## config.mk

```make
export PLATFORM = sky130hd
export DESIGN_NAME = rr_arb_mux
export DESIGN_NICKNAME = d
export VERILOG_FILES = /design/src/rtl/rr_arb_mux.sv
export SDC_FILE = /design/constraint.sdc
export NUM_CORES = 1
export LEC_CHECK = 0
export ABC_AREA = 1
export CORE_MARGIN = 5
export CORE_UTILIZATION = 35
export CTS_CLUSTER_SIZE = 30
export DETAILED_ROUTE_END_ITERATION = 10
export PLACE_DENSITY = 0.77
export REMOVE_ABC_BUFFERS = 1
export SYNTH_ARGS = -nofsm -noshare
export SYNTH_HDL_FRONTEND = slang
export SYNTH_SLANG_ARGS = --single-unit
```

## constraint.sdc

```tcl
create_clock -name clk -period 2 [get_ports clk]
set_clock_uncertainty 0.05 [all_clocks]
set_input_delay 0.4 -clock clk [delete_from_list [all_inputs] [get_ports clk]]
set_output_delay 0.4 -clock clk [all_outputs]
set_load 0.05 [all_outputs]
```

## src/rtl/rr_arb_mux.sv

```systemverilog
// rr_arb_mux: N-channel round-robin/fixed-priority arbiter feeding a single registered valid/ready output stage
module rr_arb_mux #(
  parameter int WIDTH = 32,
  parameter int N = 4,
  parameter int MODE = 0,
  localparam int SEL_W = (N > 1) ? $clog2(N) : 1
) (
  input  logic               clk,
  input  logic               rst_n,
  input  logic [N-1:0]       in_valid,
  input  logic [N*WIDTH-1:0] in_data,
  output logic [N-1:0]       in_ready,
  output logic               out_valid,
  output logic [WIDTH-1:0]   out_data,
  output logic [SEL_W-1:0]   out_sel,
  input  logic               out_ready
);
  logic [SEL_W-1:0] ptr, gsel;
  logic [N-1:0] grant;
  logic [WIDTH-1:0] gdata;
  logic load, xfer;
  int base;
  assign base = (MODE == 1) ? 0 : int'(ptr);
  // first pass covers base..N-1, second pass wraps to the lowest index below base
  always_comb begin
    grant = '0;
    gsel = '0;
    gdata = '0;
    for (int i = 0; i < N; i++)
      if (in_valid[i] && i >= base && grant == '0) begin
        grant[i] = 1'b1;
        gsel = SEL_W'(i);
        gdata = in_data[i*WIDTH +: WIDTH];
      end
    for (int i = 0; i < N; i++)
      if (in_valid[i] && grant == '0) begin
        grant[i] = 1'b1;
        gsel = SEL_W'(i);
        gdata = in_data[i*WIDTH +: WIDTH];
      end
  end
  assign load = ~out_valid | out_ready;
  assign xfer = load & (|in_valid);
  assign in_ready = grant & {N{load}};
  always_ff @(posedge clk or negedge rst_n)
    if (!rst_n) begin
      out_valid <= 1'b0;
      out_data <= '0;
      out_sel <= '0;
      ptr <= '0;
    end else begin
      out_valid <= xfer | (out_valid & ~out_ready);
      if (xfer) begin
        out_data <= gdata;
        out_sel <= gsel;
      end
      if (xfer && MODE == 0) ptr <= (gsel == SEL_W'(N - 1)) ? '0 : gsel + SEL_W'(1);
    end
endmodule

```

==> impl_metrics.env <==
export IMPL_clock_latency_ns=0.28
export IMPL_ys_flop_type="dfrtp_1"
export IMPL_critical_path_top_delay_family="simple AND/OR/NAND/NOR gates"
export IMPL_leakagePower_nw=3.12
export IMPL_critical_path_max_stage_delay_ns=0.42
export IMPL_grtUsageTotal_pct=21.7
export IMPL_synth_cell_types=27
export IMPL_finalSetupTns_ns=-0.354
export IMPL_gp_congestion=0.839
export IMPL_rows=37
export IMPL_worst_slew_pin_slew_ns=0.515
export IMPL_pre_cts_ws_ns=-0.473
export IMPL_layout_min_cycle_time_ns=2.17
export IMPL_status="finished, violations left"
export IMPL_rsz0062_at_grt="yes"
export IMPL_fmax_mhz=461
export IMPL_final_area_mm2=0.00593
export IMPL_final_core_util_pct=57.7
export IMPL_grt_pass1_wl_um=22800
export IMPL_cp_max_fo=3
export IMPL_critPathBufInv=2
export IMPL_drcViolationCount=0
export IMPL_start_util_pct=35.8
export IMPL_drive_gt1_share_pct=11.8
export IMPL_die_width_um=113
export IMPL_crit_required_ns=1.55
export IMPL_powerDensity_mw_per_mm2=814
export IMPL_cp_cell_sequence="inv_2, nand2_2, nor2_4, nor2_1, o21bai_4, nor2_4, nand3_2, a21oi_4, buf_12"
export IMPL_dpl_hpwl_um=10100
export IMPL_slew_headroom_pct=65.5
export IMPL_clock_sinks=37
export IMPL_synth_cells=666
export IMPL_hold_worst_slack_ns=0.0272
export IMPL_vias=4806
export IMPL_synth_most_common_cell="nand2_1"
export IMPL_wl_per_cell_um=14.2
export IMPL_finalSetupViolCount=4
export IMPL_ir_drop_v=0.000371
export IMPL_worstSetupPathType="reg2out"
export IMPL_cts_inserted_buffers=5
export IMPL_grt_max_degree=35
export IMPL_synth_top_area_share_pct=26.5
export IMPL_core_area_mm2=0.0103
export IMPL_path_clk_slew_ns=0.08
export IMPL_ys_seq_elements=37
export IMPL_arrival_ns=1.72
export IMPL_violations="negative setup slack"
export IMPL_ant_nets=0
export IMPL_synth_commonest_cells="260 x nand2_1, 93 x nor2_1, 74 x inv_1, 57 x nand3_1, 37 x dfrtp_1"
export IMPL_fin_ws_ns=-0.171
export IMPL_hold_violations=0
export IMPL_crit_slowest_cell="dfrtp_1"
export IMPL_grt_pass1_vias=4611
export IMPL_hold_path_class="in2async"
export IMPL_end_kind="output pin"
export IMPL_die_h_um=113
export IMPL_synth_seq_area_share_pct=25.1
export IMPL_portBuffers=173
export IMPL_maxCapViolCount=0
export IMPL_totalWireLength_um=14000
export IMPL_cts_htree_levels=2
export IMPL_antenna_found_initial=0
export IMPL_antennaDiodeCount=0
export IMPL_synth_area_leaders="nand2_1 27%, dfrtp_1 25%, nor2_1 9.5%, nand3_1 7.7%, inv_1 7.5%"
export IMPL_die_area_mm2=0.0127
export IMPL_gr_total_overflow=0
export IMPL_ys_warnings_count=0
export IMPL_syn_area_per_cell_um2=5.53
export IMPL_synth_edff_count=0
export IMPL_cts_tree="yes"
export IMPL_finish_net_count=982
export IMPL_period_share_pct=109
export IMPL_cts_root_buffer="clkbuf_8"
export IMPL_clockBufferDepth=2
export IMPL_path_common_cell="nor2_4"
export IMPL_synth_top_cell_by_area="nand2_1"
export IMPL_syn_cell_area_mm2=0.00368
export IMPL_first_pass_iters=5
export IMPL_ios=174
export IMPL_worst_setup_path_start_kind="flop"
export IMPL_synthArstFlopShare_pct=100
export IMPL_drt_iter0_drc=354
export IMPL_syn2layout_area_growth_pct=61.1
export IMPL_place_area_mm2=0.00576
export IMPL_drv_slew=0
export IMPL_via_per_inst=4.89
## cells in the final DEF, fill, tap and decap left out, types with 2 or more instances in the layout
cell / count
a21oi_1: 22
buf_12: 11
buf_2: 2
buf_4: 40
buf_6: 5
clkbuf_8: 6
clkdlybuf4s50_1: 151
clkinv_1: 2
dfrtp_1: 36
dlygate4sd2_1: 2
inv_1: 72
inv_2: 12
nand2_1: 260
nand2_4: 3
nand3_1: 56
nand4_1: 33
nor2_1: 88
nor2_2: 4
nor2_4: 5
o21ai_0: 2
or2_0: 18
or2_2: 4
## area by class of cell
type,count,area (um2)
Inverter,86,323
Clock buffer,7,86.3
Timing Repair Buffer,212,2130
Sequential cell,37,927
Tap cell,136,170
Multi-Input combinational cell,505,2300
Fill cell,1008,4340
## final timing paths
kind	startpoint	endpoint	slack (ns)	depth (start not counted)
worst max-delay path	ptr[0]	in_ready[2]	-0.17	9
min in group clk	out_data[7]	out_data[7]	0.44	2
worst min-delay path	rst_n	out_data[4]	0.03	1
worst max register to register	ptr[0]	out_data[25]	0.14	11
worst min register to register	out_data[7]	out_data[7]	0.44	2
max in group asynchronous	rst_n	ptr[1]	1.37	2
## repair_timing
item                       in CTS  in global routing
pin swaps                       6                  2
resized for setup              14                  8
setup endpoints to repair      11                  7
gates cloned                    0                  0
hold endpoints to repair        0                  0
hold buffers                    0                  0
setup buffers                   2                  1
## metal layers
metal	routed length, um	track usage (%)	vias to the layer above
li1	-	-	2412
met1	5880	26.6	2126
met2	6590	37.2	235
met3	1220	5.44	33
met4	286	6.81	0
met5	0	0	-
## metrics by stage
stage	total power, mW	cells
3_5_place_dp	4.23	973
3_3_place_gp	4.20	973
5_1_grt	5.18	983
6_report	4.83	983
2_1_floorplan	2.93	628
4_1_cts	4.84	982
## cells by family (layout without fill, tap and decap cells)
| group | after synthesis | after routing | synth area share [%] |
|---|---|---|---|
| AND/OR/NAND/NOR | 476 | 476 | 55.9 |
| AO/OA/AOI/OAI | 29 | 29 | 4.72 |
| flip-flops | 37 | 37 | 25.1 |
| buffers and inverters | 124 | 305 | 14.2 |
## state kept, by name (all words and copies together) (netlist names)
register	count
out_sel	2
out_valid	1
ptr	2
out_data	32
## power by group
group	total [mW]	internal, mW	switching, mW
Clock	0.542	0.274	0.268
Combinational	3.18	1.20	1.98
Sequential	1.11	0.966	0.140
No activity file was read; power rests on OpenSTA's default activity.
